**config.mk**
```make
export PLATFORM = sky130hd
export DESIGN_NAME = seg_adder
export DESIGN_NICKNAME = d
export VERILOG_FILES = /design/src/rtl/adder_pkg.sv /design/src/rtl/seg_add_stage.sv /design/src/rtl/seg_adder.sv
export SDC_FILE = /design/constraint.sdc
export NUM_CORES = 1
export LEC_CHECK = 0
export CAP_MARGIN = 20
export CORE_MARGIN = 4
export CORE_UTILIZATION = 48
export CTS_CLUSTER_DIAMETER = 150
export CTS_CLUSTER_SIZE = 16
export DETAILED_ROUTE_END_ITERATION = 8
export GPL_ROUTABILITY_DRIVEN = 0
export PLACE_DENSITY = 0.79
export SETUP_SLACK_MARGIN = 0.15
export SLEW_MARGIN = 20
export SYNTH_ARGS = -nofsm -noshare
export SYNTH_HDL_FRONTEND = slang
export SYNTH_HIERARCHICAL = 1
export SYNTH_SLANG_ARGS = --single-unit
```
**constraint.sdc**
```tcl
create_clock -name clk -period 2.4 [get_ports clk]
set_input_delay 0.6 -clock clk [delete_from_list [all_inputs] [get_ports clk]]
set_output_delay 0.6 -clock clk [all_outputs]
set_load 0.05 [all_outputs]
```
**src/rtl/adder_pkg.sv**
```systemverilog
// Shared types and saturation limits for the segmented pipelined adder.
package adder_pkg;

    // Widest operand the saturation helpers can describe.
    localparam int unsigned MAX_W = 64;

    // Control bits that travel with each beat from one stage to the next.
    typedef struct packed {
        logic valid;
        logic sat;
        logic carry;
    } stage_ctl_t;

    function automatic logic [MAX_W-1:0] sat_max(input int unsigned w);
        logic [MAX_W-1:0] one;
        one = {{(MAX_W-1){1'b0}}, 1'b1};
        return (one << (w - 1)) - one;
    endfunction

    function automatic logic [MAX_W-1:0] sat_min(input int unsigned w);
        logic [MAX_W-1:0] one;
        one = {{(MAX_W-1){1'b0}}, 1'b1};
        return one << (w - 1);
    endfunction

endpackage

```
**src/rtl/seg_add_stage.sv**
```systemverilog
// One SEG-bit ripple segment; also exposes the carry into its MSB for overflow detection.
module seg_add_stage #(
    parameter int unsigned SEG = 4
) (
    input  logic [SEG-1:0] a_seg,
    input  logic [SEG-1:0] b_seg,
    input  logic           cin,
    output logic [SEG-1:0] sum_seg,
    output logic           cout,
    output logic           c_msb_in
);

    if (SEG == 1) begin : g_bit
        assign c_msb_in = cin;
        assign sum_seg  = a_seg ^ b_seg ^ cin;
    end else begin : g_wide
        // Low bits added one wider so the top bit is the carry into the MSB.
        logic [SEG-1:0] low;
        assign low      = {1'b0, a_seg[SEG-2:0]} + {1'b0, b_seg[SEG-2:0]} + {{(SEG-1){1'b0}}, cin};
        assign c_msb_in = low[SEG-1];
        assign sum_seg  = {a_seg[SEG-1] ^ b_seg[SEG-1] ^ c_msb_in, low[SEG-2:0]};
    end

    assign cout = (a_seg[SEG-1] & b_seg[SEG-1]) | (c_msb_in & (a_seg[SEG-1] ^ b_seg[SEG-1]));

endmodule

```
**src/rtl/seg_adder.sv**
```systemverilog
// Pipelined add/subtract with one carry segment per stage, optional saturation and NZCV-style flags.
module seg_adder
    import adder_pkg::*;
#(
    parameter int unsigned n   = 8,
    parameter int unsigned SEG = 4
) (
    input  logic         clk,
    input  logic         reset,
    input  logic         in_valid,
    output logic         in_ready,
    input  logic [n-1:0] a,
    input  logic [n-1:0] b,
    input  logic         sub,
    input  logic         sat,
    output logic         out_valid,
    input  logic         out_ready,
    output logic [n-1:0] result,
    output logic         carry,
    output logic         ovf,
    output logic         zero,
    output logic         neg
);

    localparam int unsigned NSEG = n / SEG;
    localparam logic [MAX_W-1:0] SAT_MAX_FULL = sat_max(n);
    localparam logic [MAX_W-1:0] SAT_MIN_FULL = sat_min(n);
    localparam logic [n-1:0] SAT_MAX = SAT_MAX_FULL[n-1:0];
    localparam logic [n-1:0] SAT_MIN = SAT_MIN_FULL[n-1:0];

    logic       adv;
    logic [n-1:0] bx;
    stage_ctl_t head_ctl;

    // The whole pipe moves as one; a stalled output freezes every stage.
    assign adv      = !out_valid || out_ready;
    assign in_ready = adv;
    assign bx       = sub ? ~b : b;

    always_comb begin
        head_ctl       = '0;
        head_ctl.valid = in_valid;
        head_ctl.sat   = sat;
        head_ctl.carry = sub;
    end

    for (genvar gi = 0; gi < NSEG; gi++) begin : g_stage
        localparam int unsigned LO  = gi * SEG;
        localparam int unsigned REM = n - LO;

        // Operand bits from this segment upward; bit 0 is the segment LSB.
        logic [REM-1:0]    src_a;
        logic [REM-1:0]    src_bx;
        stage_ctl_t        src_ctl;
        logic [LO+SEG-1:0] res_next;
        logic [SEG-1:0]    sum_seg;
        logic              cout;
        logic              c_msb_in;

        if (gi == 0) begin : g_head
            assign src_a    = a;
            assign src_bx   = bx;
            assign src_ctl  = head_ctl;
            assign res_next = sum_seg;
        end else begin : g_link
            assign src_a    = g_stage[gi-1].g_mid.a_reg;
            assign src_bx   = g_stage[gi-1].g_mid.bx_reg;
            assign src_ctl  = g_stage[gi-1].g_mid.ctl_reg;
            assign res_next = {sum_seg, g_stage[gi-1].g_mid.res_reg};
        end

        seg_add_stage #(.SEG(SEG)) u_seg (
            .a_seg    (src_a[SEG-1:0]),
            .b_seg    (src_bx[SEG-1:0]),
            .cin      (src_ctl.carry),
            .sum_seg  (sum_seg),
            .cout     (cout),
            .c_msb_in (c_msb_in)
        );

        if (gi < NSEG - 1) begin : g_mid
            logic [REM-SEG-1:0] a_reg;
            logic [REM-SEG-1:0] bx_reg;
            logic [LO+SEG-1:0]  res_reg;
            stage_ctl_t         ctl_reg;

            always_ff @(posedge clk) begin
                if (reset) begin
                    a_reg   <= '0;
                    bx_reg  <= '0;
                    res_reg <= '0;
                    ctl_reg <= '0;
                end else if (adv) begin
                    a_reg         <= src_a[REM-1:SEG];
                    bx_reg        <= src_bx[REM-1:SEG];
                    res_reg       <= res_next;
                    ctl_reg.valid <= src_ctl.valid;
                    ctl_reg.sat   <= src_ctl.sat;
                    ctl_reg.carry <= cout;
                end
            end
        end else begin : g_last
            logic         ovf_next;
            logic [n-1:0] fin;

            // On overflow the true result has the sign of a, so a's MSB picks the rail.
            assign ovf_next = c_msb_in ^ cout;
            assign fin      = (src_ctl.sat && ovf_next) ? (src_a[SEG-1] ? SAT_MIN : SAT_MAX) : res_next;

            always_ff @(posedge clk) begin
                if (reset) begin
                    out_valid <= 1'b0;
                    result    <= '0;
                    carry     <= 1'b0;
                    ovf       <= 1'b0;
                    zero      <= 1'b0;
                    neg       <= 1'b0;
                end else if (adv) begin
                    out_valid <= src_ctl.valid;
                    result    <= fin;
                    carry     <= cout;
                    ovf       <= ovf_next;
                    zero      <= (fin == '0);
                    neg       <= fin[n-1];
                end
            end
        end
    end

endmodule

```
Word-level counts from Yosys, hierarchy flattened
Index checks and enable logic that the tools add are counted.
W data, S select, Z words.
Operators by class
  bitwise logic cells: 12
  reduce and logical (&&, ||, !) cells: 4
  add/subtract/negate cells: 4
  multiplexer cells: 3
Operators with widths (number)
  $mux W8: 3
  $add A3 B3 Y4: 2
  $add A4 B1 Y4: 2
  $logic_not A8 Y1: 1
  $not A8 Y8: 1
  $xor A1 B1 Y1: 5
  $and A1 B1 Y1: 4
  $or A1 B1 Y1: 2
  $logic_and A1 B1 Y1: 1
  $logic_not A1 Y1: 1
  $logic_or A1 B1 Y1: 1
Word-level totals
  bits of input ports: 22
  output and inout bits: 14
  logic and storage cells: 35
  register bits: 28

Logic depth before layout (Yosys ltp)
  depth after elaboration: 8
  gate-level depth with buffers: 8
  depth with buffers taken out: 8

Modules after synthesis
The synthesis kept the hierarchy.
By module, submodules not included
  seg_adder: times used 1, area each 1126.1 um2, cells an instance 131, seq. area each 540.5 um2
  seg_add_stage at g_stage[1].u_seg: times used 1, area each 136.4 um2, cells an instance 16, seq. area each 0.0 um2
  seg_add_stage at g_stage[0].u_seg: times used 1, area each 133.9 um2, cells an instance 16, seq. area each 0.0 um2

Worst setup path before layout
No wires, ideal clock.
  path type: input -> register
  start: input sub
  end: register g_stage[0].g_mid.res_reg[3]
  path buffers: 1
  slack: 0.152 ns
  setup time: 0.132 ns
  cell stages on the path: 8
  arrival: 2.115 ns
  path through: buf_2 -> xor2_1 -> inv_1 -> fa_1 -> o21ai_1 -> fa_1 -> nand2_1 -> a21oi_1
Between the ends
  word-level cells in the longest chain between the ends: 4
  elaborated cells between the ends (all ways): 5
  classes of those cells: add/sub (2); mux (1); bitwise (2)
RTL lines
  start, declared: RTL line seg_adder.sv:14  | input logic sub,
  $mux W8: RTL line seg_adder.sv:38  | assign bx = sub ? ~b : b;
  via bx[0]: RTL line seg_adder.sv:32  | logic [n-1:0] bx;
  $add A3 B3 Y4: RTL line seg_add_stage.sv:19  | assign low = {1'b0, a_seg[SEG-2:0]} + {1'b0, b_seg[SEG-2:0]} + {{(SEG-1){1'b0}}, cin};
  $add A4 B1 Y4: RTL line seg_add_stage.sv:19
  via g_stage[0].c_msb_in: RTL line seg_adder.sv:58  | logic c_msb_in;
  $xor A1 B1 Y1: RTL line seg_add_stage.sv:21  | assign sum_seg = {a_seg[SEG-1] ^ b_seg[SEG-1] ^ c_msb_in, low[SEG-2:0]};
  via g_stage[0].res_next[3]: RTL line seg_adder.sv:55  | logic [LO+SEG-1:0] res_next;
  end signal, assigned: RTL line seg_adder.sv:96  | res_reg <= res_next;
  end, declared: RTL line seg_adder.sv:84  | logic [LO+SEG-1:0] res_reg;
The timed path passes the listed nets, and every way through them passes these cells.
A chain may end at the register's enable or synchronous reset.

Final worst setup path
  start: register g_stage[0].g_mid.a_reg[0]
  end: register result[4]
Between the ends
  word-level cells in the longest chain between the ends: 7
RTL lines
  start, declared: RTL line seg_adder.sv:82  | logic [REM-SEG-1:0] a_reg;
  start signal, assigned: RTL line seg_adder.sv:94  | a_reg <= src_a[REM-1:SEG];
  $add A3 B3 Y4: RTL line seg_add_stage.sv:19
  $add A4 B1 Y4: RTL line seg_add_stage.sv:19
  via g_stage[1].c_msb_in: RTL line seg_adder.sv:58
  $and A1 B1 Y1: RTL line seg_add_stage.sv:24  | assign cout = (a_seg[SEG-1] & b_seg[SEG-1]) | (c_msb_in & (a_seg[SEG-1] ^ b_seg[SEG-1]));
  $or A1 B1 Y1: RTL line seg_add_stage.sv:24
  via g_stage[1].cout: RTL line seg_adder.sv:57  | logic cout;
  $xor A1 B1 Y1: RTL line seg_adder.sv:107  | assign ovf_next = c_msb_in ^ cout;
  $logic_and A1 B1 Y1: RTL line seg_adder.sv:108  | assign fin = (src_ctl.sat && ovf_next) ? (src_a[SEG-1] ? SAT_MIN : SAT_MAX) : res_next;
  $mux W8: RTL line seg_adder.sv:108
  end signal, assigned: RTL line seg_adder.sv:120  | result <= fin;
  end, declared: RTL line seg_adder.sv:18  | output logic [n-1:0] result,
The timed path passes the listed nets, and every way through them passes these cells.

==> run summary <==
Based on the critical path, the design can be clocked at up to 449 MHz. The setup slack of the most critical reg-to-reg path is 0.17 ns, and the maximum net fanout on the critical path is 6. For this design the static power due to leakage is 0.789 nW.

The run gives 1,224 as the routed via count. The commonest non-fill, non-tap cell in the layout is sky130_fd_sc_hd__clkdlybuf4s50_1. The startpoint identified for the worst hold timing path is g_stage[0].g_mid.ctl_reg[0]. The top-area cell type share of the netlist area is 0.387, and the cell area after synthesis is 1400 µm². Counting every net in the synthesized netlist gives 195. The cell count after synthesis came out at 163. The worst register-to-register path ends at result[4]. The adder and majority gate portion of the synthesized area is 0.122. The routed length per instance is 13.9 µm. The tools report the sequential fraction of the synthesis area as 0.387.

The class of the tightest hold or removal check was register to register. The smallest clock period supported by the final layout is computed as 2.23 ns. The number of clock sinks seen by CTS came out at 27. The tools report the kind of capture point of the worst setup path as a register. For the placed standard-cell area, the log shows 1800 µm². The startpoint identified for the worst register-to-register timing path is g_stage[0].g_mid.a_reg[0].

The compound-cell area share of the yosys netlist works out to 0.179. The met2 track demand over resource came out at 0.344. The logs give 0 for the number of hold violations in the final report and 2.47 ns for the data arrival time at the worst-slack endpoint. The largest voltage drop on the vdd net was 0.429 mV.

The share of cell area taken by muxes after synthesis came out at 0. The worst relative slew slack came out at 0.661. The layout overhead on the synthesized area is 38.0%.

For the total wire length after detailed routing, the log shows 3240 µm. The critical path is of the register to register type. After synthesis the netlist holds a flip-flop and latch count of 27. The clock transition time at the flip-flop clock pins of the worst setup and hold paths was 0.14 ns; the maximum single-stage delay on the critical path was 0.40 ns. Area share of xor/xnor cells in the synthesized design: 0.0860. The repair_antennas step left the layout with diodes totalling 0. The number of max-slew violations in the final report is 0. The share of the clock period used by the worst path was 0.927; the number of design-rule violations left by the first detailed-router iteration was 44. The number of routed nets with antenna violations was 0.

The largest total area in the synthesized netlist belongs to sky130_fd_sc_hd__dfxtp_1. The number of levels the H-tree was split into is 1. The run gives 207 as the fill cell total of the finished layout. For the number of ports placed on the die boundary, the log shows 36. From left edge to right edge, the die measures 61.9 µm. The number of clock buffers inserted by TritonCTS was 3. The run finished with clean final reports.

The path with the worst hold slack has its endpoint at g_stage[0].g_mid.ctl_reg[0]. The warning count from the yosys run came out at 6. The most prevalent standard cell on the critical path was sky130_fd_sc_hd__fa_2. Main combinational cell family by area after synthesis: compound AO/OA/AOI/OAI gates. The number of max-capacitance violations reported was 0; the number of global-route vias before repair was 1,248.

Counting flops per register, the top entry is result. The logs give 0.506 for the initial core utilization and 0 for the number of antenna violations at the first check in global routing. Core area: 2760 µm². The register with the most flip-flops in the layout has 8 of them.

At the worst endpoint, the required time is 2.65 ns. The fraction of the mapped netlist area in simple logic gates is 0.142, and the chip height is 61.9 µm. After synthesis, the cell types taking the most area are sky130_fd_sc_hd__dfxtp_1 39%, sky130_fd_sc_hd__fa_1 8.6%, sky130_fd_sc_hd__nand2_1 7.0%, sky130_fd_sc_hd__a211oi_1 5.4%, sky130_fd_sc_hd__a21oi_1 5.4%.

Wire length of the first global-routing pass: 5060 µm. Buffers inserted to repair hold after CTS numbered 0. The longest clock path from root to sink contains 2 buffers. The power per standard cell area works out to 599 nW/µm². The library cells used most frequently in the layout, excluding fill and tap cells, are 33 x sky130_fd_sc_hd__clkdlybuf4s50_1, 25 x sky130_fd_sc_hd__nand2_1, 25 x sky130_fd_sc_hd__dfxtp_1.

Setup repair after global routing could not meet its margin everywhere. The slowest library cell on the worst path is sky130_fd_sc_hd__fa_2. Summed over all layers, the global routing overflow is 0.

The tools report the estimated wirelength of the detail-placed design as 2420 µm. The worst setup path is launched from a register. For this run, the detailed router's first-pass iteration total came to 4.

The fraction of layout cells with a size suffix above 1 is 0.167. met2 is the most crowded layer. The signal on the critical path passes through inv_1 > fa_2 > nand3b_1 > nand2_2 > fa_2 > xor2_4 > a31oi_4 > a211oi_1. The logs give 0.699 for the fraction of the core area covered by cells at the end of the flow and 19 for the site row count. The total routing usage reported by global routing is 0.175.

The global routing usage on met1 is 0.178. Clock tree synthesis selected as its root buffer the cell sky130_fd_sc_hd__clkbuf_4. The largest net degree at the start of global routing is 32, and the clock skew is 0.00732 ns. The number of cells traversed by the worst hold path came out at 2. The number of cells on the worst reg-to-reg path was 8; the residual DRC count was 0. The transition time at the pin with the least slew margin was 0.507 ns; the die footprint was 3840 µm².

At the end of the flow, the number of nets in the layout was 236. Setup TNS after final layout: 0 ns. Each instance of the synthesized netlist takes up on average 8.57 µm².

The number of different library cells used by synthesis comes to 29. The port buffer count came out at 35. The total non-filler cell area in the finished layout was 1930 µm²; the detail-routed via count per cell was 5.23. TritonCTS built the clock tree. The run gives 0.0269 as the met3 track demand over resource. The logs give 0.33 ns for the clock latency at the later pin of the worst-skew pair and 0 for the total of endpoints with negative setup slack in the final report.
worst max-delay path: cells and delay by family (launching register included):
kind            cells  cell delay, ns
fa+ha+maj           2            0.78
buf+inv             1            0.06
compound gates      2            0.43
simple gates        2            0.30
flops               1            0.35
xor+xnor            1            0.22
what timing repair did:
item,4_1_cts,5_1_grt
endpoints found under the setup margin,6,12
setup buffers,1,0
gates cloned,0,1
pin swaps,2,6
resized for setup,3,14
power by group:
part	internal, mW	switching [mW]	total [mW]
registers	0.497	0.0310	0.528
logic	0.184	0.242	0.426
clock network	0.0653	0.135	0.200
total	0.746	0.408	1.15
metal layers:
layer / routed length [µm] / up-vias
met5: 0 / -
met4: 78 / 0
met3: 162 / 7
met2: 1720 / 39
met1: 1280 / 565
li1: - / 613
cell families (layout without fill, tap and decap cells):
| family | after synthesis | after routing |
|---|---|---|
| XOR/XNOR | 12 | 13 |
| AND/OR/NAND/NOR | 48 | 48 |
| adder cells (fa/ha/maj) | 10 | 10 |
| AO/OA/AOI/OAI | 38 | 38 |
| flip-flops | 27 | 27 |
| buffers and inverters | 28 | 67 |
how the worst max path moves through the flow:
| stage | start | end | slack [ns] | cells after the start |
|---|---|---|---|---|
| final | g_stage[0].g_mid.a_reg[0] | result[4] | 0.17 | 8 |
| after global routing | g_stage[0].g_mid.a_reg[0] | result[7] | 0.12 | 8 |
| after floorplan | sub | g_stage[0].g_mid.res_reg[3] | 0.15 | 8 |
| after detailed placement | sub | g_stage[0].g_mid.res_reg[3] | -0.32 | 9 |
| after global placement | sub | g_stage[0].g_mid.res_reg[3] | -0.19 | 9 |
| after CTS | b[0] | g_stage[0].g_mid.res_reg[3] | 0.15 | 8 |
stage by stage:
| stage | instances | total power, mW | setup slack [ns] | hold WS [ns] |
|---|---|---|---|---|
| 5_1_grt | 234 | 1.21 | 0.123 | 0.491 |
| 6_report | 234 | 1.15 | 0.175 | 0.466 |
| 2_1_floorplan | 163 | 0.790 | 0.152 | 0.432 |
| 3_5_place_dp | 228 | 0.929 | -0.322 | 0.445 |
| 3_3_place_gp | 228 | 0.908 | -0.190 | 0.440 |
| 4_1_cts | 233 | 1.13 | 0.151 | 0.462 |
layout make-up:
type | instances | area [µm²] | area share
inverters | 18 | 67.6 | 0.0351
multi-input cells | 109 | 830 | 0.431
repair buffers | 45 | 422 | 0.219
flip-flops and latches | 27 | 543 | 0.282
well taps | 31 | 38.8 | 0.0201
clock buffers | 4 | 26.3 | 0.0136
Yosys cell counts (all sizes together):
| library cell | number |
|---|---|
| clkbuf | 3 |
| nor2b | 1 |
| nor2 | 14 |
| ha | 4 |
| buf | 7 |
| nor4 | 1 |
| a32o | 1 |
| nand2 | 26 |
| a31oi | 1 |
| inv | 18 |
| dfxtp | 27 |
| nand3 | 2 |
| a211oi | 11 |
| nand3b | 1 |
| a311oi | 1 |
| o41ai | 1 |
| xor2 | 5 |
| nor3 | 2 |
| and4 | 1 |
| xnor2 | 7 |
| a21oi | 15 |
| fa | 6 |
| o21ai | 8 |
No activity file was read; power rests on OpenSTA's default activity.
